### src/rtl/alu_op_sequencer_if.sv
// ---------------------------------------------------------------------------
// alu_op_sequencer_if
// Request/result bundle between instruction decode, the ALU op sequencer and
// writeback.
//
// Signals (direction as seen by the sequencer, i.e. the slave modport):
//   op_valid   in   operation request present
//   op_ready   out  sequencer can accept a request
//   op_code    in   2-bit op: 00 AND, 01 OR, 10 ADD/SUB, 11 LESS (signed)
//   op_sub     in   with op_code 10: 1 = a-b, 0 = a+b
//   operand_a  in   first operand
//   operand_b  in   second operand
//   mux_sel    out  select code to the 4-to-1 result mux
//   res_valid  out  result available
//   res_ready  in   downstream accepts result
//   result     out  registered result
//   carry_out  out  ADD/SUB carry (SUB: 1 = no borrow)
//   zero       out  result == 0
// ---------------------------------------------------------------------------
interface alu_op_sequencer_if #(
    parameter int WIDTH = 24
);
    logic             op_valid;
    logic             op_ready;
    logic [1:0]       op_code;
    logic             op_sub;
    logic [WIDTH-1:0] operand_a;
    logic [WIDTH-1:0] operand_b;
    logic [1:0]       mux_sel;
    logic             res_valid;
    logic             res_ready;
    logic [WIDTH-1:0] result;
    logic             carry_out;
    logic             zero;

    // Requester / consumer side (decode + writeback).
    modport master (
        output op_valid, op_code, op_sub, operand_a, operand_b, res_ready,
        input  op_ready, mux_sel, res_valid, result, carry_out, zero
    );

    // Sequencer side.
    modport slave (
        input  op_valid, op_code, op_sub, operand_a, operand_b, res_ready,
        output op_ready, mux_sel, res_valid, result, carry_out, zero
    );
endinterface

### src/rtl/alu_op_sequencer.sv
// ---------------------------------------------------------------------------
// alu_op_sequencer
// Issue side of the ALU result-select path. Accepts one operation per
// op_valid/op_ready handshake, registers the operands, evaluates AND, OR,
// ADD/SUB or signed LESS, drives the result-mux select code and holds the
// registered result until the downstream stage takes it.
//
// Ports:
//   clk    in   single clock, rising edge
//   reset  in   asynchronous, active-high
//   bus    slave modport of alu_op_sequencer_if (handshake, operands, result)
//
// Flow: IDLE -accept-> EXEC -> DONE -res_ready-> IDLE
//       LESS takes one extra cycle: EXEC -> CMP -> DONE.
// ---------------------------------------------------------------------------
module alu_op_sequencer #(
    parameter int WIDTH = 24
) (
    input  logic                clk,
    input  logic                reset,
    alu_op_sequencer_if.slave   bus
);

    localparam logic [1:0] S_IDLE = 2'd0;
    localparam logic [1:0] S_EXEC = 2'd1;
    localparam logic [1:0] S_CMP  = 2'd2;
    localparam logic [1:0] S_DONE = 2'd3;

    localparam logic [1:0] OP_AND  = 2'b00;
    localparam logic [1:0] OP_OR   = 2'b01;
    localparam logic [1:0] OP_ADD  = 2'b10;
    localparam logic [1:0] OP_LESS = 2'b11;

    logic [1:0]       state_q,  state_d;
    logic [WIDTH-1:0] a_q,      a_d;
    logic [WIDTH-1:0] b_q,      b_d;
    logic [1:0]       code_q,   code_d;
    logic             sub_q,    sub_d;
    logic [WIDTH-1:0] result_q, result_d;
    logic             carry_q,  carry_d;
    logic             zero_q,   zero_d;
    logic             sign_q,   sign_d;
    logic             ovf_q,    ovf_d;

    // a + (sub ? ~b : b) + sub at WIDTH+1 bits; bit WIDTH is the carry
    // (for subtraction: 1 = no borrow).
    function automatic logic [WIDTH:0] add_sub(input logic [WIDTH-1:0] a,
                                               input logic [WIDTH-1:0] b,
                                               input logic             sub);
        logic [WIDTH-1:0] bx;
        bx = sub ? ~b : b;
        return {1'b0, a} + {1'b0, bx} + {{WIDTH{1'b0}}, sub};
    endfunction

    // Signed overflow of a - b: operand signs differ and the difference
    // sign disagrees with a.
    function automatic logic sub_overflow(input logic a_msb,
                                          input logic b_msb,
                                          input logic d_msb);
        return (a_msb ^ b_msb) & (d_msb ^ a_msb);
    endfunction

    // LESS always subtracts; op_sub only matters for ADD/SUB.
    logic [WIDTH:0] sum_w;
    assign sum_w = add_sub(a_q, b_q, (code_q == OP_LESS) | sub_q);

    always_comb begin
        state_d  = state_q;
        a_d      = a_q;
        b_d      = b_q;
        code_d   = code_q;
        sub_d    = sub_q;
        result_d = result_q;
        carry_d  = carry_q;
        zero_d   = zero_q;
        sign_d   = sign_q;
        ovf_d    = ovf_q;

        case (state_q)
            S_IDLE: begin
                if (bus.op_valid) begin
                    a_d     = bus.operand_a;
                    b_d     = bus.operand_b;
                    code_d  = bus.op_code;
                    sub_d   = bus.op_sub;
                    state_d = S_EXEC;
                end
            end
            S_EXEC: begin
                if (code_q == OP_LESS) begin
                    sign_d  = sum_w[WIDTH-1];
                    ovf_d   = sub_overflow(a_q[WIDTH-1], b_q[WIDTH-1], sum_w[WIDTH-1]);
                    state_d = S_CMP;
                end else begin
                    case (code_q)
                        OP_AND:  begin result_d = a_q & b_q;          carry_d = 1'b0;         end
                        OP_OR:   begin result_d = a_q | b_q;          carry_d = 1'b0;         end
                        default: begin result_d = sum_w[WIDTH-1:0];   carry_d = sum_w[WIDTH]; end
                    endcase
                    zero_d  = (result_d == '0);
                    state_d = S_DONE;
                end
            end
            S_CMP: begin
                // Sign of the difference corrected by overflow gives a < b.
                result_d = {{(WIDTH-1){1'b0}}, sign_q ^ ovf_q};
                carry_d  = 1'b0;
                zero_d   = ~(sign_q ^ ovf_q);
                state_d  = S_DONE;
            end
            default: begin
                if (bus.res_ready) begin
                    state_d = S_IDLE;
                end
            end
        endcase
    end

    always_ff @(posedge clk or posedge reset) begin
        if (reset) begin
            state_q  <= S_IDLE;
            a_q      <= '0;
            b_q      <= '0;
            code_q   <= OP_AND;
            sub_q    <= 1'b0;
            result_q <= '0;
            carry_q  <= 1'b0;
            zero_q   <= 1'b0;
            sign_q   <= 1'b0;
            ovf_q    <= 1'b0;
        end else begin
            state_q  <= state_d;
            a_q      <= a_d;
            b_q      <= b_d;
            code_q   <= code_d;
            sub_q    <= sub_d;
            result_q <= result_d;
            carry_q  <= carry_d;
            zero_q   <= zero_d;
            sign_q   <= sign_d;
            ovf_q    <= ovf_d;
        end
    end

    // Handshake flags decode straight from state so reset clears them
    // without waiting for a clock edge.
    assign bus.op_ready  = (state_q == S_IDLE);
    assign bus.res_valid = (state_q == S_DONE);
    assign bus.mux_sel   = (state_q == S_IDLE) ? 2'b00 : code_q;
    assign bus.result    = result_q;
    assign bus.carry_out = carry_q;
    assign bus.zero      = zero_q;

endmodule

### src/flat_wrapper.sv
// flat-port wrapper written by rule: the top's interface ports become plain ports
module alu_op_sequencer_flat 
#(
    parameter int WIDTH = 24
)
  (clk, reset, bus_op_valid, bus_op_code, bus_op_sub, bus_operand_a, bus_operand_b, bus_res_ready, bus_op_ready, bus_mux_sel, bus_res_valid, bus_result, bus_carry_out, bus_zero);
  alu_op_sequencer_if #(.WIDTH(WIDTH)) bus_i ();
  input  logic clk;
  input  logic reset;
  input wire logic [$bits(bus_i.op_valid)-1:0] bus_op_valid;
  input wire logic [$bits(bus_i.op_code)-1:0] bus_op_code;
  input wire logic [$bits(bus_i.op_sub)-1:0] bus_op_sub;
  input wire logic [$bits(bus_i.operand_a)-1:0] bus_operand_a;
  input wire logic [$bits(bus_i.operand_b)-1:0] bus_operand_b;
  input wire logic [$bits(bus_i.res_ready)-1:0] bus_res_ready;
  output wire logic [$bits(bus_i.op_ready)-1:0] bus_op_ready;
  output wire logic [$bits(bus_i.mux_sel)-1:0] bus_mux_sel;
  output wire logic [$bits(bus_i.res_valid)-1:0] bus_res_valid;
  output wire logic [$bits(bus_i.result)-1:0] bus_result;
  output wire logic [$bits(bus_i.carry_out)-1:0] bus_carry_out;
  output wire logic [$bits(bus_i.zero)-1:0] bus_zero;
  assign bus_i.op_valid = bus_op_valid;
  assign bus_i.op_code = bus_op_code;
  assign bus_i.op_sub = bus_op_sub;
  assign bus_i.operand_a = bus_operand_a;
  assign bus_i.operand_b = bus_operand_b;
  assign bus_i.res_ready = bus_res_ready;
  assign bus_op_ready = bus_i.op_ready;
  assign bus_mux_sel = bus_i.mux_sel;
  assign bus_res_valid = bus_i.res_valid;
  assign bus_result = bus_i.result;
  assign bus_carry_out = bus_i.carry_out;
  assign bus_zero = bus_i.zero;
  alu_op_sequencer #(.WIDTH(WIDTH)) u_core (.clk(clk), .reset(reset), .bus(bus_i));
endmodule
### config.mk
export PLATFORM = sky130hd
export DESIGN_NAME = alu_op_sequencer_flat
export DESIGN_NICKNAME = d
export VERILOG_FILES = /design/src/rtl/alu_op_sequencer_if.sv /design/src/rtl/alu_op_sequencer.sv /design/src/flat_wrapper.sv
export SDC_FILE = /design/constraint.sdc
export NUM_CORES = 1
export LEC_CHECK = 0
export BUFFER_PORTS_ARGS = -buffer_cell sky130_fd_sc_hd__buf_2
export CORE_MARGIN = 2
export CORE_UTILIZATION = 45
export DETAILED_ROUTE_END_ITERATION = 8
export GPL_TIMING_DRIVEN = 0
export PLACE_DENSITY = 0.73
export SYNTH_ARGS = -nofsm -noshare
export SYNTH_HDL_FRONTEND = slang
export SYNTH_SLANG_ARGS = --single-unit
### constraint.sdc
create_clock -name clk -period 10.4 [get_ports clk]
set_input_delay 1.04 -clock clk [delete_from_list [all_inputs] [get_ports clk]]
set_output_delay 1.04 -clock clk [all_outputs]
set_load 0.05 [all_outputs]
### After elaboration in Yosys (flattened, before gate mapping)

Index checks and enable logic that the tools add are counted.

* reductions and logical operators: 10
* div/mod/pow operators: 0
* muxes and demuxes: 16
* magnitude comparators: 0
* $add $sub $neg: 2
* bitwise gates (word level): 9
* equal/unequal tests: 7
* shifts and indexed selects: 0
* multiply operators: 0

Operator list (number)
* $mux W24: 4
* $pmux W24 S2: 2
* $add A24 B24 Y25: 1
* $add A25 B1 Y25: 1
* $and A24 B24 Y24: 1
* $logic_not A24 Y1: 1
* $not A24 Y24: 1
* $or A24 B24 Y24: 1
* $reduce_and A2 Y1: 4
* $eq A2 B2 Y1 const B: 3
* $mux W2: 3
* $pmux W2 S3: 1
* $eq A2 B1 Y1 const B: 2
* $logic_not A2 Y1: 2
* $mux W1: 4
* $ne A2 B2 Y1 const B: 2
* $pmux W1 S2: 2
* $reduce_bool A4 Y1: 1
* $xor A1 B1 Y1: 3
* $reduce_bool A2 Y1: 1
* $reduce_or A2 Y1: 1
* $and A1 B1 Y1: 1
* $not A1 Y1: 1
* $or A1 B1 Y1: 1

* memories kept: 0
* input bits: 55
* bits in registers: 81
* ROM bits: 0
* bits in latches: 0
* memory bits (writable): 0
* output and inout bits: 30

### Depth between registers and ports, before layout

Gate-level depths: netlist of run 1.

* depth in word-level cells: 11
* mapped depth: 17
* mapped depth without buffers: 12

### Worst setup path before layout of run 1

No wires, ideal clock.

* path kind: register -> register
* start point: register u_core.code_q[1]
* end point: register u_core.zero_q, in the netlist u_core.bus.zero
* library setup time: 0.066 ns
* cell stages (with the launch flop): 17
* buffers on the path: 4
* required time: 10.334 ns
* setup slack: 6.352 ns
* data arrival time: 3.982 ns
* cells stage by stage: dfrtp_1 -> clkbuf_1 -> clkbuf_1 -> clkbuf_1 -> a21oi_1 -> buf_2 -> xnor2_1 -> fa_1 -> a211oi_2 -> o31a_1 -> o22a_1 -> a31o_1 -> a21oi_1 -> o311a_2 -> a2111oi_4 -> nand4b_1 -> nand2_1

* cells in the longest elaborated chain, start to end: 11
* elaborated cells between the ends (all ways): 15
* classes of those cells: add/sub (2); eq/ne (3); mux (6); bitwise (1); reduce/logical (3)

Ends and longest elaborated chain
* from (decl): RTL line alu_op_sequencer.sv:37 `logic [1:0] code_q, code_d;`
* from (signal assigned): RTL line alu_op_sequencer.sv:135 `code_q <= code_d;`
* $eq A2 B2 Y1: RTL line alu_op_sequencer.sv:65, alu_op_sequencer.sv:90
* $or A1 B1 Y1: RTL line alu_op_sequencer.sv:65 `assign sum_w = add_sub(a_q, b_q, (code_q == OP_LESS) | sub_q);`
* $mux W24: RTL line alu_op_sequencer.sv:51 `bx = sub ? ~b : b;`
* $add A24 B24 Y25: RTL line alu_op_sequencer.sv:52 `return {1'b0, a} + {1'b0, bx} + {{WIDTH{1'b0}}, sub};`
* $add A25 B1 Y25: RTL line alu_op_sequencer.sv:52
* $pmux W24 S2: RTL line alu_op_sequencer.sv:95 `case (code_q)`
* $mux W24: RTL line alu_op_sequencer.sv:90 `if (code_q == OP_LESS) begin`
* $mux W24: RTL line alu_op_sequencer.sv:79 `case (state_q)`
* $logic_not A24 Y1: RTL line alu_op_sequencer.sv:100 `zero_d = (result_d == '0);`
* $mux W1: RTL line alu_op_sequencer.sv:90
* $pmux W1 S2: RTL line alu_op_sequencer.sv:79
* to (signal assigned): RTL line alu_op_sequencer.sv:139 `zero_q <= zero_d;`
* to (decl): RTL line alu_op_sequencer.sv:41 `logic zero_q, zero_d;`

Several ways; a longest one is shown, not always the timed one. The select of a mux whose other input is x is not followed.
A chain may end at the register's enable or synchronous reset.

### Final worst setup path of run 1

Same ends and word-level chain as after synthesis.

==> results of run 1 <==
## layout make-up
class	instances	area (um^2)
multi-input cells	432	3230
repair buffers	85	448
clock inverters	2	12.5
fillers	1092	5550
flip-flops and latches	81	2030
inverters	12	47.5
plain buffers	26	104
well taps	147	184
clock buffers	14	264
## routing by layer
metal | share of wire | vias up
li1 | - | 2228
met1 | 0.46 | 2299
met2 | 0.46 | 177
met3 | 0.060 | 19
met4 | 0.018 | 0
met5 | 0 | -
## placed cells by master (no fill, tap or decap), types with 4 or more instances in the layout
cell	instances
nor2b_1	5
a211oi_1	10
clkbuf_16	9
nand4_1	5
xor2_1	4
a22o_1	10
o21ai_0	35
ha_1	32
inv_1	11
a21oi_1	45
a21o_1	4
nor3_1	9
o211ai_1	5
mux2_2	53
nand3_1	9
xnor2_1	30
nor2_1	27
nand2_1	57
maj3_1	12
nand2b_1	5
dfrtp_1	81
buf_2	88
clkbuf_1	16
buf_1	8
## how the worst min path moves through the flow
stage	cells past startpoint	end
4_1_cts	2	u_core.bus.result[19]
6_report	2	u_core.bus.result[19]
2_1_floorplan	2	u_core.ovf_q
3_5_place_dp	2	u_core.bus.result[19]
3_3_place_gp	2	u_core.bus.result[7]
5_1_grt	2	u_core.bus.result[14]
## registers in the layout, indices dropped and copies added, names as in the netlist
name,count
u_core.a_q,24
u_core.b_q,24
u_core.bus.carry_out,1
u_core.bus.result,24
u_core.bus.zero,1
u_core.code_q,2
u_core.ovf_q,1
u_core.sign_q,1
u_core.state_q,2
u_core.sub_q,1
## critical path: cells and delay by family, from the launching register on
kind / cells / cell delay (ns)
compound gates: 4 / 1.22
xor+xnor: 1 / 0.18
fa+ha+maj: 1 / 0.40
buf+inv: 4 / 1.75
flops: 1 / 0.45
simple gates: 6 / 1.36
## through the flow
| step | hold WS [ns] | cell area [um^2] | setup WS, ns | std cells | util |
|---|---|---|---|---|---|
| floorplan | 0.476 | 5410 | 6.35 | 551 | - |
| global placement | 0.449 | 6010 | 5.11 | 782 | 0.507 |
| detailed placement | 0.463 | 6040 | 5.08 | 783 | 0.509 |
| CTS | 0.477 | 6320 | 5.04 | 799 | 0.532 |
| global route | 0.501 | 6320 | 4.70 | 799 | 0.532 |
| finish | 0.477 | 6320 | 4.96 | 799 | 0.532 |
## logic make-up (layout without fill, tap and decap cells)
| group | count (synthesis) | in the layout | share of synthesized area |
|---|---|---|---|
| AOI/OAI and AO/OA | 157 | 157 | 0.201 |
| and+or+nand+nor | 140 | 140 | 0.125 |
| DFF | 81 | 81 | 0.375 |
| muxes | 55 | 55 | 0.114 |
| adders and majority gates | 45 | 45 | 0.100 |
| buffers and inverters | 38 | 139 | 0.0275 |
| xor gates and xnor gates | 35 | 35 | 0.0581 |
==> summary.md, run 1 <==
| Metric | Value |
|---|---|
| Status | finished clean |
| Worst Setup Start Kind | flop |
| DIE HEIGHT | between 100 and 150 um |
| Vias post-DR | between 4000 and 5000 |
| Max cap viols | 0 |
| Post-synth top area cell | dfrtp_1 |
| Routed length per instance | around 18 um |
| CP startpoint | u_core.code_q[1] |
| CTS tree | done |
| Drt drc | 0 |
| Slew margin rel. | 0.421 |
| Post-DP HPWL | 11.5 mm |
| RSZ-0062 raised after global routing | false |
| Clk slew on worst S/H paths | 0.06 ns |
| Setup TNS | 0 ns |
| Worst-path fanout max | 10 |
| Core Area | 11900 um^2 |
| Vias in the first global route | 4583 |
| Worst-margin pin slew | roughly 0.86 ns |
| Count of different cell masters after synthesis | 75 |
| Met1 Use GR | 0.320 |
| Nets | 735 |
| Hold path start | u_core.bus.result[19] |
| Router iterations before antenna repair | 7 |
| Post-Syn Area | between 5000 and 6000 um^2 |
| CTS buffer count | 9 |
| Synth Flop Type | dfrtp_1 |
| Clk_lat worst skew | 0.35 ns |
| CP peak stage delay | between 0.5 and 0.6 ns |
| Most common cell in the synthesized netlist | dfrtp_1 |
| Root buffer cell | clkbuf_16 |
| Clock tree buffer depth | 2 |
| Critical R2R Launch | u_core.code_q[1] |
| Sequential share of the synthesized area | 0.375 |
| Syn nets | ~640 |
| Met2 Track Usage GR | 0.380 |
| Area delta synth->final | 16.9% |
| Die footprint | 12900 um^2 |
| # IOs | 85 |
| GR Overflow Total | 0 |
| Top post-synthesis cells by area | dfrtp_1 (38%), mux2_2 (11%), ha_1 (7.4%), xnor2_1 (4.9%), a21oi_1 (4.2%) |
| Req. time, crit path | 10.69 ns |
| Post-synth EDFFs | 0 |
| Htree depth | 3 |
| Initial antenna violation count | 0 |
| Final GP Congestion | around 0.92 |
| Final ANT Viol Nets | 0 |
| Yosys top cell area share | 0.375 |
| WL final | 14.6 mm |
| Met3 usage | 0.0452 |
| First-pass GRT wire length | 23.7 mm |
| Post-synthesis async set-or-reset flop share | 1.00 |
| R2R Setup Slk | 4.96 ns |
| Crit-path cells | clkbuf_1, clkbuf_1, clkbuf_1, a21oi_1, buf_2, xnor2_1, ha_1, nand2_2, or4_1, o22a_1, a31o_1, o221ai_1, nand4_1, nor4_2, nand4b_1, nand2_1 |
| Synth top cells by count | dfrtp_1 (81), nand2_1 (57), mux2_2 (53) |
| Slowest cell on crit path | or4_1 |
| Cell count after synthesis | 551 |
| Crit path kind | flop to flop |
| Starting DRT DRC Count | approximately 330 |
| Die Wd | 114 um |
| Clock Sinks | 81 |
| Hold_buf cts | 0 |
| Vias per Instance | 5.91 |
| Core Rows | 40 |
| Port buffer count | 84 |
| RR Endpoint | u_core.bus.zero |
| Grt peak-use layer | met2 |
| Worst Reg-to-Reg Cells | 16 |
| Syn avg cell area | 9.81 um^2 |
| Period utilization | 0.523 |
| Min Clock Period, post-route | 5.44 ns |
| Max Freq | about 180 MHz |
| End of the critical path | u_core.bus.zero |
| Yosys warning count | 0 |
| Final Hold Vio Count | 0 |
| Crit end category | flop |
| Gr usage total | 0.234 |
| Share of post-route cells with drive strength above 1 | 0.270 |
| #FFs+latches synth | 81 |
| Largest net degree at the start of global routing | 47 |
| Pins over their slew limit | 0 |
| Final Skew | 0.00893 ns |
| CP most frequent cell | clkbuf_1 |
| Setup violators final | 0 |
| Postcts setup bufs | 0 |
| HP Class | flop to flop |
| # diodes | 0 |
| Resized Gates After CTS | 0 |
| Arrival @ worst endpoint | 5.73 ns |
| Initial Utilization | 0.456 |
Power of run 1 is left out: the tool's default activity adds up to more than one toggle a clock period on the data nets, which glitch-free logic cannot reach.
==> run 2: changes to the inputs <==
--- a/config.mk
+++ b/config.mk
@@ -10,7 +10,7 @@
 export CORE_UTILIZATION = 45
 export DETAILED_ROUTE_END_ITERATION = 8
 export GPL_TIMING_DRIVEN = 0
-export PLACE_DENSITY = 0.73
+export PLACE_DENSITY = 0.75
 export SYNTH_ARGS = -nofsm -noshare
 export SYNTH_HDL_FRONTEND = slang
 export SYNTH_SLANG_ARGS = --single-unit
==> constraint.sdc (replaced) <==
create_clock -name clk -period 4.6 [get_ports clk]
set_input_delay 0.46 -clock clk [delete_from_list [all_inputs] [get_ports clk]]
set_output_delay 0.46 -clock clk [all_outputs]
set_load 0.05 [all_outputs]
==> run 2 against run 1 <==
Sequential share of layout area is 0.47 points lower. Cell area is 1.5% higher. Cell count stayed put. Clock skew is 0.00054 ns higher. Routed wire length is 1.5% higher. Core utilization is 0.82 points higher. Die area stayed put. Register-to-register slack worse by 4.7 ns. Flip-flop and latch count stayed put. Count of clock-buffer cells in the layout is 2 lower. Via count is 0.47% lower. Maximum frequency is 25% higher.
==> summary.md, run 2 (same netlist as run 1, synthesis figures left out) <==
| Metric | Value |
|---|---|
| Nets | 735 (unchanged) |
| Largest net degree at the start of global routing | 47 (unchanged) |
| Core Area | 11900 um^2 (unchanged) |
| Die Wd | 114 um (unchanged) |
| Port buffer count | 84 (unchanged) |
| Worst Setup Start Kind | flop |
| Crit end category | flop |
| Status | finished clean |
| Max Freq | 230 MHz (+25%) |
| Initial antenna violation count | 0 (unchanged) |
| Clock tree buffer depth | 2 (unchanged) |
| Crit path kind | flop to flop |
| Final ANT Viol Nets | 0 (unchanged) |
| Drt drc | 0 (unchanged) |
| HP Class | input port to asynchronous set/reset pin |
| Worst-path fanout max | 13 (+3) |
| # IOs | 85 (unchanged) |
| Clock Sinks | 81 (unchanged) |
| Share of post-route cells with drive strength above 1 | 0.288 (+0.0184) |
| Most common cell after layout, fill and taps aside | buf_2 |
| DIE HEIGHT | 114 um (unchanged) |
| Final Hold Vio Count | 0 (unchanged) |
| Most frequent cells in the layout | buf_2 (87), dfrtp_1 (80), nand2_1 (57), mux2_2 (53), a21oi_1 (44) |
| Gr usage total | 0.237 (+0.00271) |
| WL final | 14.8 mm (+1.5%) |
| Starting DRT DRC Count | 286 (-12%) |
| Slew margin rel. | 0.448 (+0.0270) |
| First-pass GRT wire length | 23.7 mm (about the same) |
| Multi-input gate area | 3250 um^2 (+0.74%) |
| Vias per Instance | 5.88 (-0.47%) |
| CTS buffer count | 9 (unchanged) |
| Worst-margin pin slew | 0.817 ns (-0.0399 ns) |
| Core Rows | 40 (unchanged) |
| Setup violators final | 0 (unchanged) |
| Fill cells | 1049 (-3.9%) |
| RSZ-0062 raised after global routing | false |
| Htree depth | 3 (unchanged) |
| Vias post-DR | 4701 (-0.47%) |
| Routed length per instance | 18.5 um (+1.5%) |
| Period utilization | 0.947 (+0.424) |
| Router iterations before antenna repair | 5 (-2) |
| # diodes | 0 (unchanged) |
| Final GP Congestion | 0.910 (-1.3%) |
| Clk_lat worst skew | 0.35 ns (about the same) |
| Initial Utilization | 0.456 (unchanged) |
| Final Skew | 0.00947 ns (+0.000541 ns) |
| Register Area | 2030 um^2 (about the same) |
| Area delta synth->final | 18.7% |
| Arrival @ worst endpoint | 4.65 ns (-1.08 ns) |
| Die footprint | 12900 um^2 (unchanged) |
| Pins over their slew limit | 0 (unchanged) |
| Clk slew on worst S/H paths | 0.06 ns (about the same) |
| Req. time, crit path | 4.89 ns (-5.80 ns) |
| Max cap viols | 0 (unchanged) |
| Post-DP HPWL | 11.4 mm (about the same) |
| CTS tree | done |
| Root buffer cell | clkbuf_16 |
| GR Overflow Total | 0 (unchanged) |
| Setup TNS | 0 ns (unchanged) |
| Min Clock Period, post-route | 4.36 ns (-1.08 ns) |
| Vias in the first global route | 4587 (+0.087%) |
## run 2: final cells by class
class                           instances  area share
Sequential cell                        81       0.316
Tap cell                              147      0.0287
Clock inverter                          4      0.0115
Multi-Input combinational cell        432       0.507
Buffer                                 24      0.0164
Timing Repair Buffer                   87      0.0710
Inverter                               12     0.00741
Clock buffer                           12      0.0416
## run 2: through the flow
stage	cells	setup slack, ns	util	cell area [um^2]	hold WS [ns]
after floorplan	551	0.552	-	5410	0.476
after global routing	799	0.00908	0.541	6410	0.168
after detailed placement	783	-0.848	0.509	6030	0.459
after CTS	797	0.00554	0.538	6380	0.140
after global placement	782	-0.817	0.507	6010	0.446
final	799	0.243	0.541	6410	0.120
## run 2: final timing paths
check,start,endpoint,slack (ns),depth (start not counted)
max reg2reg,u_core.code_q[1],u_core.bus.zero,0.24,15
max,u_core.code_q[1],u_core.bus.zero,0.24,15
min,reset,u_core.bus.result[3],0.12,2
max in group asynchronous,reset,u_core.a_q[18],3.87,3
min reg2reg,u_core.bus.result[7],u_core.bus.result[7],0.47,2
min in group clk,bus_operand_b[20],u_core.b_q[20],0.33,2
## run 2: per-layer routing
layer  wire length, um  up-vias  part of all wire  track usage
met5                 0        -                 0            0
met4               266        0             0.018       0.0780
met3               911       19             0.062       0.0388
met2              6680      160              0.45        0.383
met1              6950     2278              0.47        0.327
li1                  -     2244                 -            -
## run 2: repair_timing
action	4_1_cts	5_1_grt
resized for setup	6	5
cloned	0	0
setup endpoints to repair	17	2
pin swaps	0	1
hold buffers	0	0
buffers inserted	0	2
## run 2: worst max-delay path: stages, from the launching register on
cell,delay (ns)
dfrtp_2,0.55
clkbuf_2,0.31
buf_2,0.34
a21oi_4,0.12
clkbuf_4,0.24
xnor2_1,0.16
ha_1,0.41
nand2_1,0.15
or4_1,0.53
o22a_1,0.22
a31o_1,0.23
o221ai_1,0.34
nand4_1,0.17
nor4_2,0.27
nand4b_1,0.16
nand2_1,0.09
Power of run 2 is left out for the same reason.
==> run 3: changes to the inputs <==
--- a/config.mk
+++ b/config.mk
@@ -5,6 +5,7 @@
 export SDC_FILE = /design/constraint.sdc
 export NUM_CORES = 1
 export LEC_CHECK = 0
+export ABC_AREA = 1
 export BUFFER_PORTS_ARGS = -buffer_cell sky130_fd_sc_hd__buf_2
 export CORE_MARGIN = 2
 export CORE_UTILIZATION = 45
==> run 3 against run 2 <==
First-iteration DRC count up 16%. Critical path depth up 4. Die area up 6.1%. Flip-flop and latch count unchanged. Non-clock buffer count down 7. Core utilization down 0.62 points. Clock skew down 0.0029 ns. Via count up 11%. Maximum frequency up 20%. Cell count up 28%. Routed wire length up 5.8%.
==> summary.md, run 3 <==
| Metric | Value |
|---|---|
| Status | finished clean |
| Worst-margin pin slew | 0.819 ns (+0.00189 ns) |
| Cells after DPL | 1008 (+29%) |
| Syn avg cell area | 7.65 um^2 (-22%) |
| Final WS setup | 0.977 ns (+0.734 ns) |
| Synth Flop Type | dfrtp_1 |
| Final ANT Viol Nets | 0 (unchanged) |
| Req. time, crit path | 4.89 ns (about the same) |
| DIE HEIGHT | 117 um (+3.0%) |
| #FFs+latches synth | 81 (unchanged) |
| Die footprint | 13700 um^2 (+6.1%) |
| CTS buffer count | 9 (unchanged) |
| Clk slew on worst S/H paths | 0.06 ns (about the same) |
| Core Area | 12600 um^2 (+6.0%) |
| Setup violators final | 0 (unchanged) |
| GR Overflow Total | 0 (unchanged) |
| Post-synthesis async set-or-reset flop share | 1.00 (unchanged) |
| R2R Setup Slk | 0.98 ns (+0.73 ns) |
| # diodes | 0 (unchanged) |
| HP Class | input port to asynchronous set/reset pin |
| Slew margin rel. | 0.454 (+0.00565) |
| Area delta synth->final | 16.9% |
| Arrival @ worst endpoint | 3.91 ns (-0.74 ns) |
| Post-synth EDFFs | 0 (unchanged) |
| Vias per Instance | 5.12 (-13%) |
| Postcts setup bufs | 0 (unchanged) |
| Count of different cell masters after synthesis | 40 (-47%) |
| Min Hold Slack | 0.133 ns (+0.0132 ns) |
| Post-DP HPWL | 12.1 mm (+5.8%) |
| RSZ-0062 raised after global routing | false |
| First-pass GRT wire length | 25.3 mm (+6.6%) |
| Yosys warning count | 0 (unchanged) |
| Max cap viols | 0 (unchanged) |
| Final Hold Vio Count | 0 (unchanged) |
| Share of post-route cells with drive strength above 1 | 0.221 (-0.0677) |
| Yosys top cell area share | 0.353 (-0.0224) |
| RR Endpoint | u_core.bus.zero |
| Vias post-DR | 5238 (+11%) |
| Clock Sinks | 81 (unchanged) |
| Clock tree buffer depth | 2 (unchanged) |
| Post-synth top area cell | dfrtp_1 |
| Pins over their slew limit | 0 (unchanged) |
| CTS tree | done |
| Syn nets | 839 (+31%) |
| Finished Layout Cells | 1024 (+28%) |
| Most frequent cells in the layout | nand2_1 (166), nor2_1 (91), buf_2 (90), inv_1 (84), dfrtp_1 (81) |
| Routed length per instance | 15.3 um (-17%) |
| Setup slack at placement | 1.06 ns (+1.90 ns) |
| Die Wd | 117 um (+3.0%) |
| Worst-path fanout max | 10 (-3) |
| Setup TNS | 0 ns (unchanged) |
| Initial Utilization | 0.457 (+0.00165) |
| Hold_buf cts | 0 (unchanged) |
| Largest net degree at the start of global routing | 46 (-2.1%) |
| Crit path kind | flop to flop |
| Initial antenna violation count | 0 (unchanged) |
| Crit end category | flop |
| Core Rows | 41 (+2.5%) |
| Post-Syn Area | 5750 um^2 (+6.3%) |
| Worst Reg-to-Reg Cells | 19 (+4) |
| Most common cell in the synthesized netlist | nand2_1 |
| Min Clock Period, post-route | 3.62 ns (-0.734 ns) |
| Resized Gates After CTS | 0 (-6) |
| Drt drc | 0 (unchanged) |
| Final Skew | 0.00660 ns (-0.00287 ns) |
| # IOs | 85 (unchanged) |
| Sequential share of the synthesized area | 0.353 (-0.0224) |
| Router iterations before antenna repair | 5 (unchanged) |
| Vias in the first global route | 5114 (+11%) |
| Root buffer cell | clkbuf_16 |
| Gr usage total | 0.242 (+0.00520) |
| Clk_lat worst skew | 0.35 ns (about the same) |
| Starting DRT DRC Count | 333 (+16%) |
| Synth top cells by count | nand2_1 (166), nor2_1 (91), inv_1 (85) |
| Max Freq | 276 MHz (+20%) |
| Nets | 935 (+27%) |
| Worst Setup Start Kind | flop |
| WL final | 15.7 mm (+5.8%) |
| Cell count after synthesis | 751 (+36%) |
| Port buffer count | 84 (unchanged) |
| Htree depth | 3 (unchanged) |
| Final GP Congestion | 0.973 (+7.0%) |
| Most common cell after layout, fill and taps aside | nand2_1 |
| Period utilization | 0.788 (-0.159) |
| Top post-synthesis cells by area | dfrtp_1 (35%), nand2_1 (11%), ha_1 (7.0%), mux2_2 (6.9%), nor2_1 (5.9%) |
| Critical R2R Launch | u_core.code_q[0] |
==> run 3: cell count changes after synthesis, moves of 19 or more <==
cell	before	now
xnor2_1	30	0
nand2_1	57	166
xor2_1	4	25
nand3_1	9	35
nor2_1	27	91
nand2_2	1	20
inv_1	12	85
==> run 3: worst max path at each step <==
stage,startpoint,end,cells after the start,slack [ns]
after CTS,u_core.code_q[0],u_core.bus.zero,21,1.03
after floorplan,u_core.code_q[1],u_core.bus.zero,22,1.87
after global placement,u_core.code_q[0],u_core.bus.zero,21,1.15
after detailed placement,u_core.code_q[0],u_core.bus.zero,21,1.06
after global routing,u_core.code_q[0],u_core.bus.zero,19,0.62
final,u_core.code_q[0],u_core.bus.zero,19,0.98
==> run 3: cell families (layout without fill, tap and decap cells) <==
family / Yosys count / count (layout) / synth area share
buffers and inverters: 115 / 216 / 0.0777
DFF: 81 / 81 / 0.353
muxes: 35 / 35 / 0.0686
xor gates and xnor gates: 25 / 25 / 0.0381
adders and majority gates: 33 / 33 / 0.0731
and+or+nand+nor: 343 / 343 / 0.263
AOI/OAI and AO/OA: 119 / 119 / 0.126
==> run 3: per-layer routing <==
metal	part of all wire	wire (um)	GRT usage
met5	0	0	0
met4	0.026	403	0.0847
met3	0.062	978	0.0463
met2	0.46	7180	0.403
met1	0.45	7110	0.317
==> run 3: metrics by stage <==
step | utilization | cell area (um^2)
after floorplan | - | 5750
after global placement | 0.508 | 6380
after detailed placement | 0.510 | 6410
after CTS | 0.534 | 6720
after global routing | 0.534 | 6720
final | 0.534 | 6720
==> run 3: area by class of cell <==
type                       count  area, um^2
inverter                      96         363
multi-input combinational    555        3270
timing repair buffer          85         440
buffer                        19        86.3
clock inverter                 6        82.6
tap                          172         215
sequential                    81        2030
clock buffer                  10         229
fill                        1235        5850
==> run 3: critical path: stages, from the launching register on <==
cell and delay [ns]:
dfrtp_1 0.52, nand2_4 0.12, nand2_1 0.25, buf_2 0.42, xor2_1 0.29, fa_1 0.33, nand2_1 0.13, o21ai_0 0.44
nand3b_1 0.17, nand3_1 0.14, nand2_1 0.06, nand3_1 0.09, nand2_1 0.07, nor2_1 0.13, nand3_1 0.08, nor2_1 0.10
nand2_1 0.07, nand2_1 0.06, nand2_1 0.04, nand2_1 0.05
Power of run 3 is left out for the same reason.
